File: src/rtl/mk5303_pkg.sv
// mk5303_pkg: shared encodings for the MK5303 operand-sequencing controller.
//   Holds the instruction mode codes, the sequencer state enum, the operand
//   mux select codes, the compare opcode and the instruction field positions.
package mk5303_pkg;
    localparam logic [1:0] MODE_RR  = 2'b00;
    localparam logic [1:0] MODE_RI  = 2'b01;
    localparam logic [1:0] MODE_RM  = 2'b10;
    localparam logic [1:0] MODE_ILL = 2'b11;
    typedef enum logic [2:0] {
        ST_IDLE,
        ST_DECODE,
        ST_MEMRD,
        ST_EXEC,
        ST_WB
    } state_t;
    localparam logic [5:0] SEL_MEM  = 6'd32;
    localparam logic [5:0] SEL_IMM  = 6'd33;
    localparam logic [5:0] SEL_ZERO = 6'd34;
    localparam logic [3:0] ALUOP_CMP = 4'hF;
    localparam int MODE_HI  = 23;
    localparam int MODE_LO  = 22;
    localparam int ALUOP_HI = 21;
    localparam int ALUOP_LO = 18;
    localparam int RD_HI    = 17;
    localparam int RD_LO    = 13;
    localparam int RS_HI    = 12;
    localparam int RS_LO    = 8;
    localparam int RT_HI    = 4;
    localparam int RT_LO    = 0;
    localparam int IMM_HI   = 7;
    localparam int IMM_LO   = 0;
endpackage

File: src/rtl/mem_wait_timer.sv
// mem_wait_timer: clear/enable wait counter with a terminal-count flag.
//   clk, rst : clock and asynchronous active-high reset
//   i_clr    : synchronous clear to 0 (wins over i_en)
//   i_en     : count one per cycle
//   o_tc     : high in the enabled cycle whose increment reaches MEM_TIMEOUT
module mem_wait_timer #(
    parameter int MEM_TIMEOUT = 15
) (
    input  logic clk,
    input  logic rst,
    input  logic i_clr,
    input  logic i_en,
    output logic o_tc
);
    localparam int W = $clog2(MEM_TIMEOUT + 1);
    logic [W-1:0] r_cnt;
    always_ff @(posedge clk or posedge rst) begin
        if (rst)
            r_cnt <= '0;
        else if (i_clr)
            r_cnt <= '0;
        else if (i_en)
            r_cnt <= r_cnt + 1'b1;
    end
    // Flag the last waiting cycle so the controller can leave on the same edge
    // at which the count reaches MEM_TIMEOUT.
    assign o_tc = i_en && (r_cnt == W'(MEM_TIMEOUT - 1));
endmodule

File: src/rtl/operand_seq_ctrl.sv
// operand_seq_ctrl: multi-cycle operand sequencer for the MK5303 datapath.
//   clk, rst                 : clock, asynchronous active-high reset
//   instr_valid/instr_ready  : instruction handshake (ready only in IDLE)
//   instr_word               : {mode, aluop, rd, rs, imm/addr|rt}
//   mem_req/mem_addr/mem_rdy : memory-operand read handshake with timeout
//   src1sel/src2sel          : operand mux codes (0-31 reg, 32 mem, 33 imm, 34 zero)
//   imm_out, alu_op          : latched immediate and ALU opcode
//   alu_start, wb_en/wb_addr : ALU launch and register write-back strobes
//   err                      : one-cycle pulse on illegal mode or memory timeout
//   busy                     : high whenever not IDLE
module operand_seq_ctrl
    import mk5303_pkg::*;
#(
    parameter int MEM_TIMEOUT = 15
) (
    input  logic        clk,
    input  logic        rst,
    input  logic        instr_valid,
    input  logic [23:0] instr_word,
    output logic        instr_ready,
    input  logic        mem_rdy,
    output logic        mem_req,
    output logic [7:0]  mem_addr,
    output logic [5:0]  src1sel,
    output logic [5:0]  src2sel,
    output logic [7:0]  imm_out,
    output logic [3:0]  alu_op,
    output logic        alu_start,
    output logic        wb_en,
    output logic [4:0]  wb_addr,
    output logic        err,
    output logic        busy
);
    state_t      r_state, w_next;
    logic [23:0] r_instr;
    logic [5:0]  r_src1, r_src2, w_src2;
    logic        r_err, w_err, w_tc, w_memrd;
    logic [1:0]  w_mode;
    logic [3:0]  w_aluop;
    assign w_mode  = r_instr[MODE_HI:MODE_LO];
    assign w_aluop = r_instr[ALUOP_HI:ALUOP_LO];
    assign w_memrd = (r_state == ST_MEMRD);
    mem_wait_timer #(.MEM_TIMEOUT(MEM_TIMEOUT)) u_timer (
        .clk   (clk),
        .rst   (rst),
        .i_clr (!w_memrd),
        .i_en  (w_memrd),
        .o_tc  (w_tc)
    );
    always_ff @(posedge clk or posedge rst) begin
        if (rst)
            r_state <= ST_IDLE;
        else
            r_state <= w_next;
    end
    // A ready memory beat wins over a timeout occurring in the same cycle.
    always_comb begin
        w_next = r_state;
        case (r_state)
            ST_IDLE:   w_next = instr_valid ? ST_DECODE : ST_IDLE;
            ST_DECODE: w_next = (w_mode == MODE_ILL) ? ST_IDLE :
                                (w_mode == MODE_RM)  ? ST_MEMRD : ST_EXEC;
            ST_MEMRD:  w_next = mem_rdy ? ST_EXEC : w_tc ? ST_IDLE : ST_MEMRD;
            ST_EXEC:   w_next = (w_aluop == ALUOP_CMP) ? ST_IDLE : ST_WB;
            default:   w_next = ST_IDLE;
        endcase
    end
    assign w_src2 = (w_mode == MODE_RR) ? {1'b0, r_instr[RT_HI:RT_LO]} :
                    (w_mode == MODE_RI) ? SEL_IMM :
                    (w_mode == MODE_RM) ? SEL_MEM : SEL_ZERO;
    assign w_err = (r_state == ST_DECODE && w_mode == MODE_ILL) ||
                   (w_memrd && !mem_rdy && w_tc);
    // Selects are loaded on the DECODE exit and parked at zero whenever the
    // sequence returns to IDLE (including the illegal-mode and timeout exits).
    always_ff @(posedge clk or posedge rst) begin
        if (rst) begin
            r_instr <= '0;
            r_src1  <= SEL_ZERO;
            r_src2  <= SEL_ZERO;
            r_err   <= 1'b0;
        end else begin
            r_err <= w_err;
            if (r_state == ST_IDLE && instr_valid)
                r_instr <= instr_word;
            if (w_next == ST_IDLE) begin
                r_src1 <= SEL_ZERO;
                r_src2 <= SEL_ZERO;
            end else if (r_state == ST_DECODE) begin
                r_src1 <= {1'b0, r_instr[RS_HI:RS_LO]};
                r_src2 <= w_src2;
            end
        end
    end
    assign instr_ready = (r_state == ST_IDLE);
    assign busy        = (r_state != ST_IDLE);
    assign mem_req     = w_memrd;
    assign mem_addr    = r_instr[IMM_HI:IMM_LO];
    assign imm_out     = r_instr[IMM_HI:IMM_LO];
    assign alu_op      = w_aluop;
    assign alu_start   = (r_state == ST_EXEC);
    assign wb_en       = (r_state == ST_WB);
    assign wb_addr     = r_instr[RD_HI:RD_LO];
    assign src1sel     = r_src1;
    assign src2sel     = r_src2;
    assign err         = r_err;
endmodule

File: config.mk
export PLATFORM = sky130hd
export DESIGN_NAME = operand_seq_ctrl
export DESIGN_NICKNAME = d
export VERILOG_FILES = /design/src/rtl/mk5303_pkg.sv /design/src/rtl/mem_wait_timer.sv /design/src/rtl/operand_seq_ctrl.sv
export SDC_FILE = /design/constraint.sdc
export NUM_CORES = 1
export LEC_CHECK = 0
export BUFFER_PORTS_ARGS = -buffer_cell sky130_fd_sc_hd__buf_2
export CELL_PAD_IN_SITES_DETAIL_PLACEMENT = 0
export CELL_PAD_IN_SITES_GLOBAL_PLACEMENT = 1
export CORE_ASPECT_RATIO = 1.75
export CORE_MARGIN = 4
export CORE_UTILIZATION = 42
export CTS_CLUSTER_DIAMETER = 120
export DETAILED_ROUTE_END_ITERATION = 8
export GPL_TIMING_DRIVEN = 0
export PLACE_DENSITY = 0.95
export SYNTH_ARGS = -nofsm -noshare
export SYNTH_HDL_FRONTEND = slang
export SYNTH_SLANG_ARGS = --single-unit
File: constraint.sdc
create_clock -name clk -period 3.9 [get_ports clk]
set_input_delay 0 -clock clk [delete_from_list [all_inputs] [get_ports clk]]
set_output_delay 0 -clock clk [all_outputs]
set_load 0.1 [all_outputs]
**Yosys cells after proc, flatten, opt, wreduce, memory -nomap -nowiden**

Index checks and enable logic that the tools add are counted.
Widths: inputs -> output; s select.

- Reductions and logical operators: 12
- Muxes and demuxes: 15
- Equal/unequal tests: 9
- Add/sub/neg operators: 1

Operators by type and width:

| kind | number |
|---|---|
| $mux 6 | 5 |
| $pmux 3 s4 | 1 |
| $mux 2 | 5 |
| $eq 4x4->1 const B | 2 |
| $eq 3x2->1 const B | 2 |
| $logic_not 3->1 | 2 |
| $logic_and 1x1->1 | 5 |
| $add 4x1->4 const B | 1 |
| $eq 2x2->1 const B | 2 |
| $mux 4 | 1 |
| $eq 3x1->1 const B | 1 |
| $eq 3x3->1 const B | 1 |
| $mux 3 | 1 |
| $reduce_bool 3->1 | 1 |
| $eq 2x1->1 const B | 1 |
| $logic_not 2->1 | 1 |
| $mux 1 | 2 |
| $reduce_bool 2->1 | 1 |
| $logic_not 1->1 | 1 |
| $logic_or 1x1->1 | 1 |

- Flip-flop bits (word level): 44
- Output and inout bits: 43
- Input bits: 28
- Word-level logic and storage cells: 43

**Longest topological paths before layout**

- Depth in word-level cells: 7
- Gate-level depth with buffers: 7
- Depth with buffers taken out: 6

**Modules after synthesis**

Synthesis repeated with hierarchy kept, for this count alone.

- Cell total of the unflattened synthesis: 184
- Area total of the unflattened synthesis: 2124.5 µm²

By module, submodules not included:

| module | sequential area each (µm²) | area an instance (µm²) | instances | cells each |
|---|---|---|---|---|
| operand_seq_ctrl | 1006.0 | 1898.1 | 1 | 163 |
| mem_wait_timer | 100.1 | 226.5 | 1 | 21 |

**Worst setup path before layout**

OpenSTA, ideal clock, no wires.

- Kind: flip-flop to flip-flop
- Start point: register r_state[2]
- End point: register r_instr[0]
- Path buffers: 2
- Setup time: 127 ps
- Period minus slack after synthesis: 2739 ps
- Cell stages (with the launch flop): 6
- Setup slack: 1161 ps
- Arrival: 2612 ps
- Data required time: 3773 ps
- Path through: dfrtp_1 nor3_2 and2_1 buf_4 buf_6 mux2_1

- Word-level cells in the longest chain between the ends: 2

Ends and longest elaborated chain:

| item | line | RTL |
|---|---|---|
| start, declared | operand_seq_ctrl.sv:34 | `state_t r_state, w_next;` |
| start signal, assigned | operand_seq_ctrl.sv:54 | `r_state <= w_next;` |
| $logic_not 3->1 | n/a |  |
| net instr_ready | operand_seq_ctrl.sv:20 | `output logic instr_ready,` |
| $logic_and 1x1->1 | operand_seq_ctrl.sv:83 | `if (r_state == ST_IDLE && instr_valid)` |
| end signal, assigned | operand_seq_ctrl.sv:84 | `r_instr <= instr_word;` |
| end, declared | operand_seq_ctrl.sv:35 | `logic [23:0] r_instr;` |

The timed path passes the listed nets, and every way through them passes these cells.
A chain may end at the register's enable or synchronous reset.

**Worst setup path after layout**

- Start point: register r_state[2]
- End point: register r_instr[13]

- Word-level cells in the longest chain between the ends: 2

Ends and longest elaborated chain:

| item | line |
|---|---|
| $logic_not 3->1 | operand_seq_ctrl.sv:83 |
| $logic_and 1x1->1 | operand_seq_ctrl.sv:83 |

No other way between the ends.

==> key figures <==
Run status
  – Status: complete, no violations

Die
  – Cell row count: 34
  – Core area: 4930 um2
  – Top Ports: 71
  – Starting density of the core: 0.430
  – Die area: 6290 um2
  – Die X: 61.7 um
  – Die H: 102 um

Global routing
  – Met2 Usage GRT: 0.282
  – Met3 Usage GRT: 0.0291
  – Number of global-route vias before repair: 1649
  – Met1 GRT Util: 0.182
  – First-pass GRT wire length: 7.49 mm
  – Initial antenna violation count: 0
  – Total gr overflow: 0
  – Largest net degree at the start of global routing: 44
  – GR peak layer: met2
  – GRT Util Overall: 0.160

Timing
  – Final setup TNS: 0 ps
  – Tmin final: 1860 ps
  – Fmax: 539 MHz
  – RSZ-0062 raised after global routing: no
  – Slew HR: 0.382
  – Setup Viol. Count Final: 0
  – Fin. Hold Viols: 0
  – Worst slew pin tran: 925 ps
  – Slew Viols, Final: 0
  – Fin crit share: 0.476
  – Worst Skew: 9.26 ps

Final layout
  – Most frequent cells in the layout: buf_2, dfrtp_1, buf_4
  – Layout cell share with drive strength beyond 1: 0.428
  – P&R area growth vs syn: 36.8%
  – Antenna cell count: 0
  – Nets: 311
  – Most common cell after layout, fill and taps aside: buf_2

Logic synthesis
  – Sequential area share after synthesis: 0.522
  – Yosys reg bits: 44
  – Post-synthesis cell count: 173
  – Ys Warns: 0
  – Cell Area, Synth: 2120 um2
  – Mapped Avg Cell Area: 12.3 um2
  – Mapped Nets: 207
  – Number of library cell types mapped by synthesis: 35

Drt
  – DRC viols: 0
  – Antenna Nets Post-Route: 0
  – Via density: 4.86
  – First-pass detailed-route iteration total: 4
  – WL per Instance: 13.9 um
  – 1st-iter DRT viols: 28
  – Final WL: 4.62 mm
  – Vias post-DR: 1613

Worst setup path
  – Worst Setup End Kind: flip-flop
  – Crit path launch type: flip-flop
  – Worst path slowest cell: dfrtp_1
  – Crit Path Class: flip-flop to flip-flop
  – Crit path cell chain: nor3_2, and2_1, buf_4, buf_6, mux2_1
  – Critical-path maximum fanout: 10
  – CP arrival: 2030 ps
  – Critical Path RT: 4070 ps
  – Crit path largest cell delay: 460 ps

CTS
  – H-tree level count: 2
  – CTS resizes: 0
  – TritonCTS buffer count: 5
  – Post-CTS Setup Repair Bufs: 0
  – Max Root-Sink Buffers: 2
  – Clk sink count: 44
  – Clock Tree Root: clkbuf_8
  – CTS tree: built
  – Worst-path clk slew: 80 ps
  – Clock latency on the worst-skew pair: 300 ps

Hold path
  – Min-Delay Path Class: input pin to flip-flop

Placement
  – IO Port Bufs: 70
  – DP HPWL: 3.37 mm
  – Placer Congestion: 0.769

Run
  – Max Cap Violations: 0
-- metal layers --
layer,vias to the layer above,part of all wire
li1,778,-
met1,788,0.38
met3,8,0.040
met2,39,0.56
met5,-,0
met4,0,0.023
-- area by class of cell --
cell class	count	area [um2]
clock buffer	7	76.3
fill	427	2040
buffer	33	253
sequential	44	1110
timing repair buffer	97	631
inverter	8	31.3
clock inverter	1	5.00
tap	54	67.6
multi-input combinational	88	729
-- critical path: cells and delay by family (launching register included) --
kind / cells / cell delay [ps]
buf+inv: 2 / 310
flops: 1 / 460
mux: 1 / 330
simple gates: 2 / 630
-- state kept, by name, summed over array words and instances, names as in the netlist --
name and flops:
src2sel 6, err 1, src1sel 6, r_state 3, u_timer.r_cnt 4, r_instr 24
-- worst paths after layout --
path                                   from          end  slack [ps]  cells after the start
worst max register to register   r_state[2]  r_instr[13]        2040                      5
min in group asynchronous               rst   r_instr[5]         120                      3
max in group asynchronous               rst   src1sel[5]        3320                      4
worst min register to register   src1sel[5]   src1sel[5]         470                      2
worst max-delay path             r_state[2]  r_instr[13]        2040                      5
worst min-delay path            instr_valid  r_instr[22]          30                      3
-- Yosys cell counts --
cell type,instances,area share
dfstp_2,4,0.050
nor3_2,1,0.0047
o31ai_1,1,0.0035
inv_1,6,0.011
buf_4,28,0.099
o22ai_1,1,0.0030
o32a_1,1,0.0047
ha_1,6,0.035
buf_6,3,0.016
inv_2,1,0.0018
or3b_1,2,0.0083
a221oi_2,1,0.0071
buf_1,1,0.0018
nor2_1,9,0.016
mux2i_1,6,0.028
xnor2_1,1,0.0041
nand4b_1,1,0.0041
o21ai_1,4,0.0094
a21oi_1,5,0.012
nand2_1,7,0.012
and2_1,1,0.0030
clkinv_2,1,0.0024
or3_1,1,0.0030
mux2_1,22,0.12
nor3b_1,2,0.0071
dfrtp_1,40,0.47
o221ai_1,2,0.0083
and4_1,1,0.0041
a2bb2oi_4,1,0.012
nand3_1,6,0.014
buf_2,1,0.0024
xor2_1,1,0.0041
o32ai_1,1,0.0041
nand3b_1,1,0.0035
a22oi_1,3,0.011
-- logic make-up after synthesis --
| group | after synthesis | share of synthesized area |
|---|---|---|
| flip-flops | 44 | 0.522 |
| AND/OR/NAND/NOR | 32 | 0.0803 |
| XOR/XNOR | 2 | 0.00827 |
| AO/OA/AOI/OAI | 20 | 0.0750 |
| multiplexers | 28 | 0.145 |
| buffers and inverters | 41 | 0.134 |
| adder cells (fa/ha/maj) | 6 | 0.0354 |
-- metrics by stage --
| stage | cell area, um2 | hold slack (ps) | setup slack (ps) | util | instances |
|---|---|---|---|---|---|
| final | 2900 | 34.2 | 2040 | 0.587 | 332 |
| after CTS | 2900 | 26.1 | 2000 | 0.587 | 332 |
| after floorplan | 2120 | 135 | 1160 | - | 173 |
| after global placement | 2540 | 216 | 2030 | 0.514 | 297 |
| after detailed placement | 2560 | -141 | 2020 | 0.518 | 298 |
| after global routing | 2900 | 42.4 | 1900 | 0.587 | 332 |
-- what timing repair did --
item,4_1_cts,5_1_grt
hold endpoints to repair,68,0
endpoints found under the setup margin,0,0
hold buffers,26,0
Power is left out: the tool's default activity adds up to more than one toggle a clock period on the data nets, which glitch-free logic cannot reach.
